### config.mk
export PLATFORM = sky130hd
export DESIGN_NAME = mem_port_arbiter
export DESIGN_NICKNAME = d
export VERILOG_FILES = /design/src/rtl/mem_port_arbiter.sv
export SDC_FILE = /design/constraint.sdc
export NUM_CORES = 1
export LEC_CHECK = 0
export CORE_ASPECT_RATIO = 0.5
export CORE_UTILIZATION = 40
export DETAILED_ROUTE_END_ITERATION = 8
export PLACE_DENSITY = 0.77
export REMOVE_ABC_BUFFERS = 1
export SYNTH_ARGS = -nofsm -noshare
export SYNTH_HDL_FRONTEND = slang
export SYNTH_SLANG_ARGS = --single-unit
### constraint.sdc
create_clock -name clock -period 1.5 [get_ports clock]
set_input_delay 0.3 -clock clock [delete_from_list [all_inputs] [get_ports clock]]
set_output_delay 0.3 -clock clock [all_outputs]
set_load 0.05 [all_outputs]
### src/rtl/mem_port_arbiter.sv
// Arbitrates one single-ported RAM between fetch and data requesters; data has priority,
// fetch is granted after STARVE_MAX back-to-back data grants. Optional counters: ARB_STATS_EN.
module mem_port_arbiter #(
  parameter int unsigned ADDR_W         = 32,
  parameter int unsigned DATA_W         = 32,
  parameter int unsigned STARVE_MAX     = 4,
  parameter int unsigned TIMEOUT_CYCLES = 64
) (
  input  logic              clock,
  input  logic              reset,
  input  logic              if_req,
  input  logic [ADDR_W-1:0] if_addr,
  output logic              if_ack,
  output logic [DATA_W-1:0] if_rdata,
  input  logic              mem_req,
  input  logic              mem_we,
  input  logic [ADDR_W-1:0] mem_addr,
  input  logic [DATA_W-1:0] mem_wdata,
  output logic              mem_ack,
  output logic [DATA_W-1:0] mem_rdata,
  output logic              bus_err,
  output logic              ram_req,
  output logic              ram_we,
  output logic [ADDR_W-1:0] ram_addr,
  output logic [DATA_W-1:0] ram_wdata,
  input  logic [DATA_W-1:0] ram_rdata,
  input  logic              ram_ready
`ifdef ARB_STATS_EN
  ,
  output logic [31:0]       stat_if_grants,
  output logic [31:0]       stat_mem_grants,
  output logic [31:0]       stat_stall_cycles
`endif
);

  localparam int unsigned StreakW = $clog2(STARVE_MAX + 1);
  localparam int unsigned TimerW  = $clog2(TIMEOUT_CYCLES);

  localparam logic [1:0] StIdle = 2'd0;
  localparam logic [1:0] StBusy = 2'd1;
  localparam logic [1:0] StResp = 2'd2;

  logic [1:0]         state_q, state_d;
  logic               owner_q, owner_d;  // 1 = data port owns the transaction
  logic               we_q, we_d;
  logic               err_q, err_d;
  logic [ADDR_W-1:0]  addr_q, addr_d;
  logic [DATA_W-1:0]  wdata_q, wdata_d;
  logic [DATA_W-1:0]  if_rdata_q, if_rdata_d;
  logic [DATA_W-1:0]  mem_rdata_q, mem_rdata_d;
  logic [StreakW-1:0] streak_q, streak_d;
  logic [TimerW-1:0]  timer_q, timer_d;
  logic               grant, grant_data;

  always_comb begin
    state_d     = state_q;
    owner_d     = owner_q;
    we_d        = we_q;
    err_d       = err_q;
    addr_d      = addr_q;
    wdata_d     = wdata_q;
    if_rdata_d  = if_rdata_q;
    mem_rdata_d = mem_rdata_q;
    streak_d    = streak_q;
    timer_d     = timer_q;
    grant       = 1'b0;
    grant_data  = 1'b0;
    unique case (state_q)
      StIdle: begin
        if (if_req || mem_req) begin
          grant      = 1'b1;
          grant_data = mem_req && !(if_req && (streak_q == StreakW'(STARVE_MAX)));
          owner_d    = grant_data;
          we_d       = grant_data & mem_we;
          addr_d     = grant_data ? mem_addr : if_addr;
          wdata_d    = grant_data ? mem_wdata : '0;
          err_d      = 1'b0;
          timer_d    = '0;
          state_d    = StBusy;
          // Streak only grows while fetch is actually waiting
          if (grant_data && if_req) begin
            if (streak_q != StreakW'(STARVE_MAX)) streak_d = streak_q + StreakW'(1);
          end else begin
            streak_d = '0;
          end
        end
      end
      StBusy: begin
        if (ram_ready) begin
          if (owner_q) mem_rdata_d = ram_rdata;
          else         if_rdata_d  = ram_rdata;
          state_d = StResp;
        end else if (timer_q == TimerW'(TIMEOUT_CYCLES - 1)) begin
          if (owner_q) mem_rdata_d = '0;
          else         if_rdata_d  = '0;
          err_d   = 1'b1;
          state_d = StResp;
        end else begin
          timer_d = timer_q + TimerW'(1);
        end
      end
      StResp:  state_d = StIdle;
      default: state_d = StIdle;
    endcase
  end

  always_ff @(posedge clock or negedge reset) begin
    if (!reset) begin
      state_q     <= StIdle;
      owner_q     <= 1'b0;
      we_q        <= 1'b0;
      err_q       <= 1'b0;
      addr_q      <= '0;
      wdata_q     <= '0;
      if_rdata_q  <= '0;
      mem_rdata_q <= '0;
      streak_q    <= '0;
      timer_q     <= '0;
    end else begin
      state_q     <= state_d;
      owner_q     <= owner_d;
      we_q        <= we_d;
      err_q       <= err_d;
      addr_q      <= addr_d;
      wdata_q     <= wdata_d;
      if_rdata_q  <= if_rdata_d;
      mem_rdata_q <= mem_rdata_d;
      streak_q    <= streak_d;
      timer_q     <= timer_d;
    end
  end

  always_comb begin
    ram_req   = (state_q == StBusy);
    ram_we    = ram_req & we_q;
    ram_addr  = addr_q;
    ram_wdata = wdata_q;
    if_ack    = (state_q == StResp) & ~owner_q;
    mem_ack   = (state_q == StResp) & owner_q;
    bus_err   = (state_q == StResp) & err_q;
    if_rdata  = if_rdata_q;
    mem_rdata = mem_rdata_q;
  end

`ifdef ARB_STATS_EN
  logic [31:0] if_grants_q, if_grants_d;
  logic [31:0] mem_grants_q, mem_grants_d;
  logic [31:0] stall_q, stall_d;

  always_comb begin
    if_grants_d  = if_grants_q;
    mem_grants_d = mem_grants_q;
    stall_d      = stall_q;
    if (grant && !grant_data) if_grants_d = if_grants_q + 32'd1;
    if (grant && grant_data)  mem_grants_d = mem_grants_q + 32'd1;
    if ((if_req && !if_ack) || (mem_req && !mem_ack)) stall_d = stall_q + 32'd1;
  end

  always_ff @(posedge clock or negedge reset) begin
    if (!reset) begin
      if_grants_q  <= '0;
      mem_grants_q <= '0;
      stall_q      <= '0;
    end else begin
      if_grants_q  <= if_grants_d;
      mem_grants_q <= mem_grants_d;
      stall_q      <= stall_d;
    end
  end

  always_comb begin
    stat_if_grants    = if_grants_q;
    stat_mem_grants   = mem_grants_q;
    stat_stall_cycles = stall_q;
  end
`endif

endmodule

==> flow_summary.ini, run 1 <==
[critical_path]
worstPathRequired_ns = 1.85
cpPeakStageDelay_ns = 0.43
startpoint = state_q[1]$_DFFE_PN0P_
arrival_ns = 2.12
timing.rr.start = state_q[1]$_DFFE_PN0P_
cp_cell_sequence = buf_4 > nor2_4 > buf_6 > buf_8 > buf_12 > and4_1 > a221o_1
critPathKind = reg -> reg
critPathLaunchType = flop
critPathSlowestCell = dfrtp_2
cp_max_fo = 30
crit_path_end_kind = flop

[sta]
finalSetupTns_ns = -13.17
worstMarginPinSlew_ns = 0.4299
fin_crit_sh_pct = 117.8
fin_ws_ns = -0.2663
drv_slew = 0
holdWs_ns = 0.3833
min_period_ns = 1.766
fmax_mhz = 566.1
rsz0062_at_grt = true
fin_skew_ns = 0.01262
hold_viol = 0
setup_viol_count_final = 133
max_slew_margin_pct = 71.34

[cts]
cts_root_buf = clkbuf_16
cts-htree-levels = 4
cts.sinks = 142
clock_latency_ns = 0.42
ctsLongestPathBuffers = 2
path_clk_slew_ns = 0.07
cts_tree = yes
numCtsBuffers = 17

[synthesis]
ys_top_cells_by_area = dfrtp_1 (51%), o21ai_0 (9.8%), mux2i_1 (9.5%)
seq_area_frac_synth_pct = 51.07
ys_ff_latch = 142
synth_top_family_by_area = compound AO/OA/AOI/OAI gates
async_flop_share_pct = 100.0
synth.largest_area_cell = dfrtp_1
avgSynthCellArea_sq_um = 10.13
yosys.area.top_type_share_pct = 51.07
syn_inst = 687
synth.distinct_cells = 43
ys_warn_count = 0
synth_area_sq_mm = 0.006958
synth_edf_count = 0
synth_mux_area_share_pct = 9.657
synth-xor-area-share_pct = 0
synth-simple-area-share_pct = 15.21
synth_flop_cell = dfrtp_1
synth_compound_area_share_pct = 16.02
synthAdderAreaFrac_pct = 0.5395

[outcome]
status = complete, but fails checks
failed_checks = negative setup slack

[min_path]
hp-class = in -> async

[power]
peakVddDrop_uv = 1460
powerDensity_mw_per_mm2 = 2545
total_power_mw = 33.75
leakage_nw = 6.148

[flow_run]
cap_violations = 0

[global_route]
antenna_found_initial = 0
grt_pass1_vias = 6995
grt_max_degree = 48
grt_pass1_wl_mm = 38.50
grt_overflow_total = 0
track_usage_pct = 27.90

[layout]
syn_to_final_growth_pct = 90.63
drive_gt1_share_pct = 31.13
antennaDiodeCount = 0
design_area_sq_mm = 0.01326
fin_util_pct = 79.52
fin_cells = 1242
fin_nets = 1140

[detailed_routing]
routed_via_density = 5.693
drt-pass1-iter-count = 5
drcViolationCount = 0
postRouteAntennaNets = 0
wl_per_cell_um = 21.92
vias = 7071
route.final.wire_length_mm = 27.22
initialDrtViolationCount = 369

[die]
rows = 33
core_area_sq_mm = 0.01668
initial_utilization_pct = 41.71
die_height_um = 95.26
die-area_sq_mm = 0.01796
io_pins = 267
die_x_um = 188.5

[placed_design]
portBuffers = 266
placed_cell_area_sq_mm = 0.01153
dp_hpwl_mm = 15.14
dp_cells = 1167
place.gp.congestion = 0.7944
pre_cts_ws_ns = -0.4019
==> Yosys cell counts, drive strengths merged, types with 2 or more instances <==
cell and instances:
dfrtp 142, o21ai 137, inv 68, mux2i 66, clkbuf 46, nand3 39, and2 35, a221o 32
and3 32, and4 32, buf 16, nand2 6, nor3b 4, and3b 3, ha 3, nor2 3
o2bb2ai 2, or2 2
==> state kept, by name, indices dropped and copies added (netlist names) <==
register   flops
if_rdata      32
streak_q       3
ram_addr      32
state_q        2
ram_wdata     32
we_q           1
owner_q        1
err_q          1
mem_rdata     32
timer_q        6
==> cell type report <==
| class | count | area [sq um] |
|---|---|---|
| Clock inverter | 14 | 206.4 |
| Fill cell | 915 | 3417 |
| Tap cell | 227 | 284.0 |
| Clock buffer | 17 | 425.4 |
| Sequential cell | 142 | 3556 |
| Multi-Input combinational cell | 415 | 3179 |
| Inverter | 68 | 255.2 |
| Timing Repair Buffer | 359 | 5358 |
==> placed cells by master, fill, tap and decap left out, types with 2 or more instances in the layout <==
| cell | n |
|---|---|
| buf_6 | 18 |
| nor3b_1 | 2 |
| and3b_2 | 2 |
| mux2i_1 | 65 |
| buf_4 | 35 |
| and4_1 | 32 |
| o21ai_1 | 56 |
| buf_8 | 6 |
| and2_1 | 34 |
| inv_6 | 5 |
| bufinv_16 | 4 |
| clkinv_4 | 4 |
| dfrtp_2 | 2 |
| dfrtp_1 | 140 |
| clkdlybuf4s50_1 | 131 |
| bufbuf_16 | 4 |
| nand3_1 | 37 |
| buf_12 | 151 |
| or2_4 | 2 |
| inv_1 | 66 |
| clkbuf_16 | 20 |
| nand3_4 | 2 |
| ha_4 | 2 |
| a221o_1 | 32 |
| buf_16 | 9 |
| nor3b_4 | 2 |
| o21ai_2 | 26 |
| inv_2 | 2 |
| and3_1 | 32 |
| o21ai_0 | 54 |
| nand2_1 | 4 |
==> path summary, 6_finish.rpt <==
path	to	depth (start not counted)	slack, ns
setup / recovery	ram_addr[18]$_DFFE_PN0P_	7	-0.27
hold reg to reg	err_q$_DFFE_PN0P_	1	0.53
max in group asynchronous	if_rdata[6]$_DFFE_PN0P_	3	0.51
min in group clock	ram_wdata[11]$_DFFE_PN0P_	4	0.44
hold / removal	ram_addr[27]$_DFFE_PN0P_	2	0.38
setup reg to reg	ram_addr[18]$_DFFE_PN0P_	7	-0.27
==> metal layers <==
metal | vias up | global-route usage [%] | wire [um]
met5 | - | 0 | 0
met4 | 0 | 11.90 | 834
met3 | 68 | 4.821 | 1720
met2 | 379 | 50.00 | 14120
met1 | 3519 | 33.68 | 10540
li1 | 3105 | - | -
==> cell families after synthesis <==
| family | count (synthesis) |
|---|---|
| AO/OA/AOI/OAI | 181 |
| adder cells (fa/ha/maj) | 3 |
| buffers and inverters | 130 |
| flip-flops | 142 |
| multiplexers | 67 |
| AND/OR/NAND/NOR | 164 |
==> power by group <==
group	leakage (nW)	switching (mW)	total (mW)	internal, mW
clock network	0.305	1.79	4.60	2.81
registers	1.61	2.20	7.76	5.56
logic	4.23	10.7	21.4	10.7
total	6.15	14.7	33.8	19.0
==> repair_timing <==
action / in CTS / in global routing
cloned: 17 / 3
pin swaps: 19 / 7
gates resized for setup: 136 / 58
endpoints found under the hold margin: 31 / 0
hold buffers: 1 / 0
setup endpoints to repair: 114 / 145
setup buffers: 25 / 6
==> critical path, delay by kind of cell (launching register included) <==
family | cells | cell delay [ns]
DFF | 1 | 0.43
buffers and inverters | 4 | 0.59
and+or+nand+nor | 2 | 0.50
AOI/OAI and AO/OA | 1 | 0.16
Power figures use the tool's default switching activity.
==> run 2: changes to the inputs <==
--- a/config.mk
+++ b/config.mk
@@ -8,7 +8,7 @@
 export CORE_ASPECT_RATIO = 0.5
 export CORE_UTILIZATION = 40
 export DETAILED_ROUTE_END_ITERATION = 8
-export PLACE_DENSITY = 0.77
+export PLACE_DENSITY = 0.75
 export REMOVE_ABC_BUFFERS = 1
 export SYNTH_ARGS = -nofsm -noshare
 export SYNTH_HDL_FRONTEND = slang
==> run 2 against run 1 <==
  * Core utilization is 1.2 points higher
  * Register-to-register slack better by 0.03 ns
  * Hold slack worse by 0.0014 ns
  * Largest cell class unchanged
  * Maximum frequency is 0.88% higher
  * The flow still finishes with violations (negative setup slack)
  * Sequential power is 2% higher
  * Clock power is 4% lower
  * Wire length is 6.4% higher
  * Final cell count is 0.16% lower
==> flow_summary.ini, run 2 (synthesis results as in run 1) <==
[die]
die-area_sq_mm = 0.01796
die_x_um = 188.5
initial_utilization_pct = 41.71
core_area_sq_mm = 0.01668
rows = 33
die_height_um = 95.26
io_pins = 267

[cts]
clock_latency_ns = 0.42
cts_tree = yes
cts_root_buf = clkbuf_16
path_clk_slew_ns = 0.07
cts-htree-levels = 4
numCtsBuffers = 17
cts.sinks = 142
ctsLongestPathBuffers = 2

[layout]
final_common_cell = buf_12
design_area_sq_mm = 0.01346
nFillCells = 819
antennaDiodeCount = 0
drive_gt1_share_pct = 34.25
syn_to_final_growth_pct = 93.49
most-common-layout-cells = buf_12 (155), dfrtp_1 (141), clkdlybuf4s50_1 (131)
fin_nets = 1137

[sta]
hold_viol = 0
min_period_ns = 1.751
fin_ws_ns = -0.2509
fin_skew_ns = 0.01368
setup_viol_count_final = 142
finalSetupTns_ns = -18.17
drv_slew = 0
fmax_mhz = 571.1
worstMarginPinSlew_ns = 0.4288
fin_crit_sh_pct = 116.7
max_slew_margin_pct = 71.41
rsz0062_at_grt = true

[critical_path]
crit_path_end_kind = output pin
arrival_ns = 1.45
worstPathRequired_ns = 1.20
cp_max_fo = 8
critPathLaunchType = flop
critPathKind = reg -> out

[global_route]
grt_pass1_vias = 7014
grt_max_degree = 55
track_usage_pct = 28.28
grt_pass1_wl_mm = 39.05
antenna_found_initial = 0
grt_overflow_total = 0

[power]
total_power_mw = 34.22
pwr-share-seq_pct = 23.1
netSwitchingPower_mw = 15.34
leakage_nw = 6.185
power_frac_comb_pct = 64.0
power.internal_mw = 18.87
clock_power_share_pct = 12.9
p_sw_share_pct = 44.84
powerDensity_mw_per_mm2 = 2541
peakVddDrop_uv = 1255

[placed_design]
place.gp.congestion = 0.8646
dp_hpwl_mm = 15.05
portBuffers = 266
placed_cell_area_sq_mm = 0.01151

[outcome]
status = complete, but fails checks
failed_checks = negative setup slack

[detailed_routing]
route.final.wire_length_mm = 28.97
wl_per_cell_um = 23.36
initialDrtViolationCount = 460
postRouteAntennaNets = 0
routed_via_density = 5.731
drt-pass1-iter-count = 5
drcViolationCount = 0
vias = 7107

[min_path]
hp-class = in -> async

[flow_run]
cap_violations = 0
-- run 2: changes by cell type in the layout (fill, tap and decap cells not counted), sizes merged --
cell,delta
clkbuf,+4
bufbuf,-4
bufinv,-2
clkinvlp,+2
buf,-3
inv,+4
clkinv,-3
-- run 2: repair_timing --
| item | CTS | global route |
|---|---|---|
| hold buffers | 1 | 0 |
| resized for setup | 92 | 166 |
| buffers inserted | 19 | 14 |
| setup endpoints to repair | 109 | 146 |
| pin swaps | 38 | 66 |
| endpoints found under the hold margin | 34 | 0 |
| cloned | 16 | 8 |
-- run 2: power groups by stage --
stage	combinational (mW)	clock, mW	sequential [mW]
3_3_place_gp	18.0	0	7.62
2_1_floorplan	3.30	0	11.9
6_report	21.9	4.42	7.91
3_5_place_dp	18.4	0	7.75
5_1_grt	22.6	4.65	8.09
4_1_cts	20.1	4.41	7.70
-- run 2: area by class of cell --
cell class | count | area (sq um) | share of cell area (%)
clock inverter | 15 | 173.9 | 1.292
clock buffer | 17 | 425.4 | 3.160
timing repair buffer | 356 | 5411 | 40.20
multi-input combinational | 415 | 3358 | 24.94
sequential | 142 | 3555 | 26.40
inverter | 68 | 255.2 | 1.896
tap | 227 | 284.0 | 2.110
-- run 2: worst paths after layout --
check                                            end  slack, ns              startpoint  depth (start not counted)
max                                           if_ack      -0.25  state_q[1]$_DFFE_PN0P_                          3
min in group clock         ram_wdata[17]$_DFFE_PN0P_       0.39                 mem_req                          4
max reg2reg                 ram_addr[16]$_DFFE_PN0P_      -0.24  state_q[1]$_DFFE_PN0P_                          6
min                         ram_addr[27]$_DFFE_PN0P_       0.38                   reset                          2
min reg2reg                         we_q$_DFFE_PN0P_       0.56        we_q$_DFFE_PN0P_                          2
max in group asynchronous  mem_rdata[23]$_DFFE_PN0P_       0.51                   reset                          3
-- run 2: metal layers --
metal	global-route usage, %	share of wire, %	vias to the layer above
met4	12.50	5.0	0
li1	-	-	3097
met5	0	0	-
met3	5.153	6.5	108
met1	33.60	38	3442
met2	50.95	51	460
-- run 2: through the flow --
stage | setup WS [ns] | cells | hold WS, ns | util, %
4_1_cts | -0.1600 | 1226 | 0.3603 | 77.32
3_5_place_dp | -0.4303 | 1159 | 0.2302 | 68.98
5_1_grt | -0.2681 | 1240 | 0.3947 | 80.71
3_3_place_gp | -0.3752 | 1159 | 0.2308 | 68.98
6_report | -0.2509 | 1240 | 0.3819 | 80.71
2_1_floorplan | -3.022 | 625 | 0.004409 | -
-- run 2: critical path: stages (launching register included) --
cell and delay, ns:
dfrtp_1 0.42, buf_6 0.17, nor3b_4 0.27, buf_12 0.17
